**src/rtl/ll_rd_ctrl_v2.sv**
```systemverilog
// Linked-list read controller: walks a list from a head pointer, finding a node by index or by key.
// Optional LL_RD_STATS_EN adds a saturating counter of not-found responses (rd_ctrl_miss_cnt).
module ll_rd_ctrl_v2 #(
    parameter int                 DATAMEM_WIDTH = 8,
    parameter int                 PTR_WD        = 5,
    parameter int                 LL_DEPTH      = 32,
    parameter logic [PTR_WD-1:0]  NULL_PTR      = {PTR_WD{1'b1}}
) (
    input  logic                     clk,
    input  logic                     reset_n,
    output logic                     rd_ctrl_ready,
    input  logic                     rd_ctrl_req,
    input  logic [PTR_WD-1:0]        rd_ctrl_head_ptr,
    input  logic                     rd_ctrl_mode,
    input  logic [PTR_WD-1:0]        rd_ctrl_idx,
    input  logic [DATAMEM_WIDTH-1:0] rd_ctrl_key,
    output logic                     rd_ctrl_rsp_vld,
    output logic                     rd_ctrl_rsp_found,
    output logic [DATAMEM_WIDTH-1:0] rd_ctrl_rsp_data,
    output logic [PTR_WD-1:0]        rd_ctrl_rsp_ndptr,
    output logic [PTR_WD-1:0]        rd_ctrl_rsp_nxtptr,
    output logic [PTR_WD-1:0]        rd_ctrl_rsp_prevptr,
    output logic [PTR_WD-1:0]        rd_ctrl_rsp_idx,
    input  logic                     rd_ctrl_rsp_taken,
`ifdef LL_RD_STATS_EN
    output logic [15:0]              rd_ctrl_miss_cnt,
`endif
    output logic                     data_mem_rd_vld,
    output logic [PTR_WD-1:0]        data_mem_rd_addr,
    input  logic [DATAMEM_WIDTH-1:0] data_mem_rd_data,
    input  logic                     data_mem_rd_done,
    output logic                     nxtptr_mem_rd_vld,
    output logic [PTR_WD-1:0]        nxtptr_mem_rd_addr,
    input  logic [PTR_WD-1:0]        nxtptr_mem_rd_data,
    input  logic                     nxtptr_mem_rd_done
);

    typedef enum logic [1:0] {IDLE, RD_NODE, EVAL, RESP} state_t;

    localparam logic [PTR_WD-1:0] LAST_POS = PTR_WD'(LL_DEPTH - 1);

    state_t                     state;
    logic [PTR_WD-1:0]          cur_ptr, prev_ptr, nxt_ptr, pos, idx_q;
    logic                       mode_q, null_head;
    logic [DATAMEM_WIDTH-1:0]   key_q, data_q;
    logic                       data_got, nxt_got;

    logic data_hit, nxt_hit, data_ok, nxt_ok, match, stop;

    // A done is only meaningful while its own request is outstanding.
    assign data_hit = data_mem_rd_vld & data_mem_rd_done;
    assign nxt_hit  = nxtptr_mem_rd_vld & nxtptr_mem_rd_done;
    assign data_ok  = data_got | data_hit;
    assign nxt_ok   = nxt_got | nxt_hit;
    assign match    = mode_q ? (data_q == key_q) : (pos == idx_q);
    assign stop     = match | (nxt_ptr == NULL_PTR) | (pos == LAST_POS);

    // NOTE: reset is synchronous here, so it lives inside the clocked branch rather than the sensitivity list.
    always_ff @(posedge clk) begin
        if (!reset_n) begin
            state               <= IDLE;
            rd_ctrl_ready       <= 1'b1;
            rd_ctrl_rsp_vld     <= 1'b0;
            rd_ctrl_rsp_found   <= 1'b0;
            rd_ctrl_rsp_data    <= '0;
            rd_ctrl_rsp_ndptr   <= '0;
            rd_ctrl_rsp_nxtptr  <= '0;
            rd_ctrl_rsp_prevptr <= '0;
            rd_ctrl_rsp_idx     <= '0;
            data_mem_rd_vld     <= 1'b0;
            data_mem_rd_addr    <= '0;
            nxtptr_mem_rd_vld   <= 1'b0;
            nxtptr_mem_rd_addr  <= '0;
            cur_ptr             <= '0;
            prev_ptr            <= NULL_PTR;
            nxt_ptr             <= '0;
            pos                 <= '0;
            idx_q               <= '0;
            mode_q              <= 1'b0;
            null_head           <= 1'b0;
            key_q               <= '0;
            data_q              <= '0;
            data_got            <= 1'b0;
            nxt_got             <= 1'b0;
`ifdef LL_RD_STATS_EN
            rd_ctrl_miss_cnt    <= '0;
`endif
        end else begin
            // NOTE: every state register uses non-blocking assignment so all updates see pre-edge values.
            case (state)
                IDLE: begin
                    if (rd_ctrl_req) begin
                        mode_q        <= rd_ctrl_mode;
                        idx_q         <= rd_ctrl_idx;
                        key_q         <= rd_ctrl_key;
                        cur_ptr       <= rd_ctrl_head_ptr;
                        prev_ptr      <= NULL_PTR;
                        pos           <= '0;
                        data_got      <= 1'b0;
                        nxt_got       <= 1'b0;
                        rd_ctrl_ready <= 1'b0;
                        null_head     <= (rd_ctrl_head_ptr == NULL_PTR);
                        // An empty list still passes through EVAL, giving it a fixed one-cycle decision slot.
                        if (rd_ctrl_head_ptr == NULL_PTR) begin
                            state <= EVAL;
                        end else begin
                            state              <= RD_NODE;
                            data_mem_rd_vld    <= 1'b1;
                            data_mem_rd_addr   <= rd_ctrl_head_ptr;
                            nxtptr_mem_rd_vld  <= 1'b1;
                            nxtptr_mem_rd_addr <= rd_ctrl_head_ptr;
                        end
                    end
                end
                RD_NODE: begin
                    if (data_hit) begin
                        data_q          <= data_mem_rd_data;
                        data_mem_rd_vld <= 1'b0;
                        data_got        <= 1'b1;
                    end
                    if (nxt_hit) begin
                        nxt_ptr           <= nxtptr_mem_rd_data;
                        nxtptr_mem_rd_vld <= 1'b0;
                        nxt_got           <= 1'b1;
                    end
                    if (data_ok && nxt_ok) state <= EVAL;
                end
                EVAL: begin
                    if (null_head) begin
                        state               <= RESP;
                        rd_ctrl_rsp_vld     <= 1'b1;
                        rd_ctrl_rsp_found   <= 1'b0;
                        rd_ctrl_rsp_data    <= '0;
                        rd_ctrl_rsp_ndptr   <= NULL_PTR;
                        rd_ctrl_rsp_nxtptr  <= NULL_PTR;
                        rd_ctrl_rsp_prevptr <= NULL_PTR;
                        rd_ctrl_rsp_idx     <= '0;
                    end else if (stop) begin
                        state               <= RESP;
                        rd_ctrl_rsp_vld     <= 1'b1;
                        rd_ctrl_rsp_found   <= match;
                        rd_ctrl_rsp_data    <= match ? data_q : '0;
                        rd_ctrl_rsp_ndptr   <= cur_ptr;
                        rd_ctrl_rsp_nxtptr  <= nxt_ptr;
                        rd_ctrl_rsp_prevptr <= prev_ptr;
                        rd_ctrl_rsp_idx     <= pos;
                    end else begin
                        state              <= RD_NODE;
                        prev_ptr           <= cur_ptr;
                        cur_ptr            <= nxt_ptr;
                        pos                <= pos + 1'b1;
                        data_got           <= 1'b0;
                        nxt_got            <= 1'b0;
                        data_mem_rd_vld    <= 1'b1;
                        data_mem_rd_addr   <= nxt_ptr;
                        nxtptr_mem_rd_vld  <= 1'b1;
                        nxtptr_mem_rd_addr <= nxt_ptr;
                    end
                end
                RESP: begin
                    if (rd_ctrl_rsp_taken) begin
`ifdef LL_RD_STATS_EN
                        if (!rd_ctrl_rsp_found && rd_ctrl_miss_cnt != 16'hFFFF)
                            rd_ctrl_miss_cnt <= rd_ctrl_miss_cnt + 16'd1;
`endif
                        state               <= IDLE;
                        rd_ctrl_ready       <= 1'b1;
                        rd_ctrl_rsp_vld     <= 1'b0;
                        rd_ctrl_rsp_found   <= 1'b0;
                        rd_ctrl_rsp_data    <= '0;
                        rd_ctrl_rsp_ndptr   <= '0;
                        rd_ctrl_rsp_nxtptr  <= '0;
                        rd_ctrl_rsp_prevptr <= '0;
                        rd_ctrl_rsp_idx     <= '0;
                    end
                end
                default: state <= IDLE;
            endcase
        end
    end

endmodule
```
**config.mk**
```make
export PLATFORM = sky130hd
export DESIGN_NAME = ll_rd_ctrl_v2
export DESIGN_NICKNAME = d
export VERILOG_FILES = /design/src/rtl/ll_rd_ctrl_v2.sv
export SDC_FILE = /design/constraint.sdc
export NUM_CORES = 1
export LEC_CHECK = 0
export CORE_ASPECT_RATIO = 0.8
export CORE_MARGIN = 1
export CORE_UTILIZATION = 42
export CTS_CLUSTER_DIAMETER = 30
export CTS_CLUSTER_SIZE = 30
export DETAILED_ROUTE_END_ITERATION = 6
export PLACE_DENSITY = 0.77
export SLEW_MARGIN = 40
export SYNTH_ARGS = -nofsm -noshare
export SYNTH_HDL_FRONTEND = slang
export SYNTH_SLANG_ARGS = --single-unit
export TNS_END_PERCENT = 5
```
**constraint.sdc**
```tcl
create_clock -name clk -period 2.2 [get_ports clk]
set_input_delay 0.33 -clock clk [delete_from_list [all_inputs] [get_ports clk]]
set_output_delay 0.33 -clock clk [all_outputs]
set_load 0.02 [all_outputs]
```
==> run_results.csv, run 1 <==
group,metric,value,unit
outcome,status,"completed",
worst_setup_path,startpoint_type,"flip-flop",
logic_synthesis,yosysWarnings,0,
routing,wl,8.86,mm
final_layout,drive_gt1_frac,0.130,
die,die_w,103,um
worst_hold_path,hp-class,"flip-flop to flip-flop",
die,chipHeight,82.5,um
worst_setup_path,worstSetupEndpointType,"flip-flop",
clock_tree,worst_skew_pair.late_latency,350,ps
clock_tree,cts_hold_buf,0,
logic_synthesis,synth.area.top_cells,"dfxtp_1 50%, nand2_1 6.5%, a21oi_1 4.9%",
logic_synthesis,syn-num-nets,408,
logic_synthesis,synth_top_cell_by_area,"dfxtp_1",
routing,drc,0,
placed_design,port_buffers,80,
worst_setup_path,rr_endpoint,"prev_ptr[0]$_SDFFE_PN1P_",
routing,dr.pass1.iters,7,
routing,route.vias.total,3028,
sta,fmax,471,MHz
die,dieArea,8470,um^2
clock_tree,cts-htree-levels,3,
worst_hold_path,min_path_cells,2,
sta,period_minus_slack,2120,ps
worst_setup_path,r2r_slack,80,ps
routing,drt_iter0_markers,173,
routing,viasPerCell,5.41,
logic_synthesis,synth-seq-area-share,0.500,
final_layout,multiInputGateArea,1560,um^2
final_layout,antenna_cells,0,
final_layout,fill_cells,668,
final_layout,reg_top3,"data_q: 8 flops, key_q: 8 flops, rd_ctrl_rsp_data: 8 flops",
global_route,grt_overflow,0,
logic_synthesis,synth_edf_count,0,
clock_tree,clock-sinks,85,
routing,antenna_left,0,
clock_tree,clock_path_buffers,2,
worst_setup_path,required,2440,ps
clock_tree,cts_buffers,9,
sta,finalSetupTns,0,ps
die,coreArea,7640,um^2
sta,hold_violations,0,
die,floorplan.initialDensity,0.446,
global_route,antenna_found_initial,0,
final_layout,fin_nets,490,
logic_synthesis,synth_area,3400,um^2
pwr,power_density,725,nW/um^2
global_route,grt_max_degree,25,
sta,setup_violations,0,
placed_design,gp_congestion,0.885,
placed_design,hpwl,6.31,mm
logic_synthesis,postSynthAreaPerCell,9.25,um^2
worst_setup_path,path_class,"flip-flop to flip-flop",
logic_synthesis,ys_seq_elements,85,
sta,slew_viol_final,0,
global_route,grt.total_usage,0.217,
clock_tree,cts.clk_slew.worst_paths,80,ps
worst_hold_path,min_from,"rd_ctrl_rsp_vld$_SDFFE_PN0P_",
worst_setup_path,crit_arrival,2370,ps
sta,skew,11.9,ps
pwr,ir_drop,419,uV
flow_run,maxCapViolCount,0,
global_route,grt_pass1_vias,2770,
worst_setup_path,r2r-start,"pos[0]$_SDFFE_PN0P_",
global_route,grt_pass1_wl,13.9,mm
logic_synthesis,synth.distinct_cells,46,
logic_synthesis,synth_top_area_share,0.500,
die,row_count,28,
worst_setup_path,worstPathMaxFanout,6,
routing,routedWlPerCell,15.8,um
logic_synthesis,synth_async_sr_flop_share,0,
die,pin_count,81,
placed_design,place_ws,73.9,ps
final_layout,area_growth,33.7,%
clock_tree,clockRootBuffer,"clkbuf_8",
final_layout,seq_area,1700,um^2
sta,maxSlewHeadroom,0.698,
worst_hold_path,worstHoldEndpoint,"rd_ctrl_rsp_vld$_SDFFE_PN0P_",
sta,worst_pin_slew,452,ps
worst_setup_path,reg2regPathDepth,9,
pwr,cellLeakagePower,1.76,nW
logic_synthesis,syn-instance-count,368,
sta,finalCritPeriodShare,0.965,
logic_synthesis,ys.flop_type,"dfxtp_1",
sta,setup_ws,77.9,ps
clock_tree,tritoncts,"yes",
[worst max-delay path, cell delays in order (launching register included)]
cell,delay (ps)
dfxtp_1,330
ha_1,210
and3_1,190
ha_1,190
a31oi_2,170
and2_4,190
nand4b_1,90
buf_4,170
or2_4,260
o22a_1,210
[logic make-up after synthesis]
family | count (synthesis) | synth area share
AND/OR/NAND/NOR | 135 | 0.171
AO/OA/AOI/OAI | 94 | 0.216
flip-flops | 85 | 0.500
buffers and inverters | 31 | 0.0485
XOR/XNOR | 13 | 0.0334
multiplexers | 8 | 0.0235
adder cells (fa/ha/maj) | 2 | 0.00735
[per-stage QoR]
step	power (W)	cell area [um^2]	hold slack (ps)	utilization	cells
6_report	0.00330	4550	460	0.596	560
5_1_grt	0.00344	4550	487	0.596	560
4_1_cts	0.00330	4520	462	0.592	558
3_5_place_dp	0.00222	4320	450	0.566	542
3_3_place_gp	0.00221	4320	439	0.566	542
2_1_floorplan	0.00201	3410	437	-	368
[layer usage]
metal  vias up  routed length (um)  GRT usage  share of wire
met4         0                 114     0.0743          0.013
met1      1448                4250      0.306           0.48
li1       1459                   -          -              -
met2       106                4060      0.330           0.46
met3        15                 425     0.0412          0.048
met5         -                   0          0              0
[layout by cell type, fill, tap and decap left out, types with 10 or more instances in the layout]
master / count
clkbuf_8: 10
nand3_1: 13
nand2_1: 59
nor2_1: 42
a21oi_1: 33
buf_4: 14
clkdlybuf4s50_1: 80
o2bb2ai_2: 10
dfxtp_1: 85
o221a_2: 10
o21ai_0: 12
[report_power, final]
part,total (W),internal (W),switching [W]
Sequential,0.00169,0.00161,0.0000765
Combinational,0.000513,0.000246,0.000267
Clock,0.00110,0.000551,0.000548
Total,0.00330,0.00241,0.000891
[worst max path at each step]
stage / startpoint / end / slack [ps] / cells past startpoint
2_1_floorplan: pos[0]$_SDFFE_PN0P_ / prev_ptr[0]$_SDFFE_PN1P_ / 10 / 9
3_3_place_gp: pos[0]$_SDFFE_PN0P_ / nxtptr_mem_rd_addr[0]$_SDFFE_PN0P_ / 140 / 8
3_5_place_dp: pos[0]$_SDFFE_PN0P_ / nxtptr_mem_rd_addr[2]$_SDFFE_PN0P_ / 70 / 8
4_1_cts: pos[0]$_SDFFE_PN0P_ / nxtptr_mem_rd_addr[2]$_SDFFE_PN0P_ / 10 / 8
5_1_grt: pos[0]$_SDFFE_PN0P_ / prev_ptr[2]$_SDFFE_PN1P_ / -30 / 9
6_report: pos[0]$_SDFFE_PN0P_ / prev_ptr[0]$_SDFFE_PN1P_ / 80 / 9
[Yosys cell counts (all sizes together) (2+ instances only)]
library cell	n
a21oi	33
o22a	4
clkinv	2
and3	4
or2	2
o21ai	13
a22o	8
nor2	42
o2bb2ai	14
nand3	13
mux2i	8
xnor2	5
nand2	59
clkbuf	13
and2	5
nand4	2
ha	2
xor2	8
o221a	10
o21a	2
buf	13
inv	3
nor3	2
a31oi	2
dfxtp	85
[area by class of cell]
cell class	count	share of cell area
clock buffers	10	0.0302
repair buffers	96	0.206
clock inverters	6	0.0137
inverters	5	0.00412
multi-input cells	253	0.343
flip-flops and latches	85	0.374
well taps	105	0.0289
[what timing repair did]
| action | 4_1_cts | 5_1_grt |
|---|---|---|
| resized for setup | 0 | 4 |
| hold endpoints to repair | 0 | 0 |
| setup buffers | 0 | 1 |
| endpoints found under the setup margin | 0 | 31 |
No activity file was read; power rests on OpenSTA's default activity.
==> run 2: changes to the inputs <==
- CORE_UTILIZATION: 42 -> 45
- PLACE_DENSITY: 0.77 -> 0.78
- clock period: 2.2 -> 2.42 ns (I/O delays scaled with it)
==> run_results.csv, run 2 (synthesized netlist as in run 1, its figures left out) <==
group,metric,value,unit
outcome,status,"completed",
sta,setup_violations,0,
sta,hold_violations,0,
final_layout,fill_cells,612,
final_layout,reg_top3,"data_q: 8 flops, key_q: 8 flops, rd_ctrl_rsp_data: 8 flops",
global_route,grt_pass1_wl,13.9,mm
worst_setup_path,worstSetupEndpointType,"flip-flop",
worst_setup_path,startpoint_type,"flip-flop",
global_route,grt_pass1_vias,2809,
die,coreArea,7090,um^2
die,chipHeight,79.8,um
global_route,grt_overflow,0,
clock_tree,cts_buffers,9,
final_layout,final_common_cell,"dfxtp_1",
routing,routedWlPerCell,16.0,um
sta,finalCritPeriodShare,0.924,
global_route,grt.total_usage,0.231,
placed_design,place_ws,80.0,ps
clock_tree,clock-sinks,85,
placed_design,gp_congestion,0.932,
flow_run,maxCapViolCount,0,
sta,maxSlewHeadroom,0.594,
final_layout,layoutNonFillerInstCount,537,
worst_setup_path,required,2730,ps
final_layout,fin_nets,485,
die,dieArea,7920,um^2
sta,skew,8.34,ps
routing,wl_met2,3.74,mm
routing,drc,0,
placed_design,port_buffers,80,
sta,finalSetupTns,0,ps
sta,fmax,447,MHz
global_route,grt_max_degree,35,
die,pin_count,81,
clock_tree,clockRootBuffer,"clkbuf_8",
worst_setup_path,crit_arrival,2540,ps
placed_design,hpwl,6.21,mm
routing,antenna_left,0,
sta,period_minus_slack,2240,ps
routing,wl,8.57,mm
die,die_w,99.2,um
pwr,ir_drop,347,uV
routing,dr.pass1.iters,4,
clock_tree,worst_skew_pair.late_latency,360,ps
placed_design,dpl.cell_count,521,
sta,rsz0062_at_grt,"false",
clock_tree,clock_path_buffers,2,
final_layout,seq_area,1700,um^2
pwr,cellLeakagePower,1.72,nW
final_layout,area_growth,30.7,%
worst_setup_path,path_class,"flip-flop to flip-flop",
routing,viasPerCell,5.47,
final_layout,multiInputGateArea,1540,um^2
final_layout,final_cell_mix,"85 x dfxtp_1, 80 x clkdlybuf4s50_1, 59 x nand2_1, 42 x nor2_1, 33 x a21oi_1",
final_layout,final_core_util,0.627,
routing,met3_length,707,um
final_layout,antenna_cells,0,
routing,route.vias.total,2935,
sta,setup_ws,183,ps
pwr,power_density,669,nW/um^2
clock_tree,cts.clk_slew.worst_paths,80,ps
worst_hold_path,hp-class,"flip-flop to flip-flop",
global_route,antenna_found_initial,0,
clock_tree,tritoncts,"yes",
routing,drt_iter0_markers,214,
die,floorplan.initialDensity,0.480,
routing,maxUsedRoutingLayer,"met4",
sta,slew_viol_final,0,
die,row_count,27,
routing,wl_met1,4.00,mm
sta,worst_pin_slew,604,ps
clock_tree,cts-htree-levels,3,
sta,whs,465,ps
final_layout,drive_gt1_frac,0.111,
worst_setup_path,worstPathMaxFanout,7,
==> run 2: cell count changes in the layout (fill, tap and decap cells not counted), moves of 2 or more <==
cell,previous run,this run
clkbuf_1,0,2
buf_4,14,12
or2_2,0,2
clkinvlp_4,3,1
and2_4,3,1
==> run 2: final timing paths <==
kind	startpoint	to	slack, ps	depth (start not counted)
max	pos[0]$_SDFFE_PN0P_	nxtptr_mem_rd_addr[1]$_SDFFE_PN0P_	180	8
min	rd_ctrl_rsp_vld$_SDFFE_PN0P_	rd_ctrl_rsp_vld$_SDFFE_PN0P_	460	2
max reg2reg	pos[0]$_SDFFE_PN0P_	nxtptr_mem_rd_addr[1]$_SDFFE_PN0P_	180	8
min reg2reg	rd_ctrl_rsp_vld$_SDFFE_PN0P_	rd_ctrl_rsp_vld$_SDFFE_PN0P_	460	2
==> run 2: per-layer routing <==
metal / global-route usage / vias up
met2: 0.348 / 119
met1: 0.316 / 1362
met3: 0.0674 / 13
li1: - / 1441
met4: 0.0750 / 0
met5: 0 / -
==> run 2: critical path, stage by stage (launching register included) <==
cell and delay (ps):
dfxtp_1 320, ha_1 220, and3_1 190, ha_1 170
a31oi_1 180, and2_1 210, nand4b_1 200, o21ai_1 400
o221a_2 310
==> run 2: power breakdown <==
part | leakage, nW | internal (W) | switching, W | total (W)
Clock | 0.0964 | 0.000502 | 0.000487 | 0.000989
Combinational | 0.936 | 0.000219 | 0.000241 | 0.000460
Sequential | 0.691 | 0.00147 | 0.0000641 | 0.00153
Total | 1.72 | 0.00219 | 0.000792 | 0.00298
==> run 2: repair_timing <==
action                                  CTS  global route
buffers inserted                          0             0
resized for setup                         0             1
hold buffers                              0             0
endpoints found under the setup margin    0            13
==> run 2: stage by stage <==
step / instance area, um^2 / total power, W
after floorplan: 3400 / 0.00183
after global placement: 4260 / 0.00201
after detailed placement: 4260 / 0.00202
after CTS: 4450 / 0.00300
after global routing: 4450 / 0.00309
final: 4450 / 0.00298
==> run 2: area by class of cell <==
class | instances | area share
clock buffers | 12 | 0.0326
clock inverters | 4 | 0.0107
inverters | 5 | 0.00422
multi-input cells | 252 | 0.346
flip-flops and latches | 85 | 0.382
well taps | 87 | 0.0245
repair buffers | 92 | 0.200
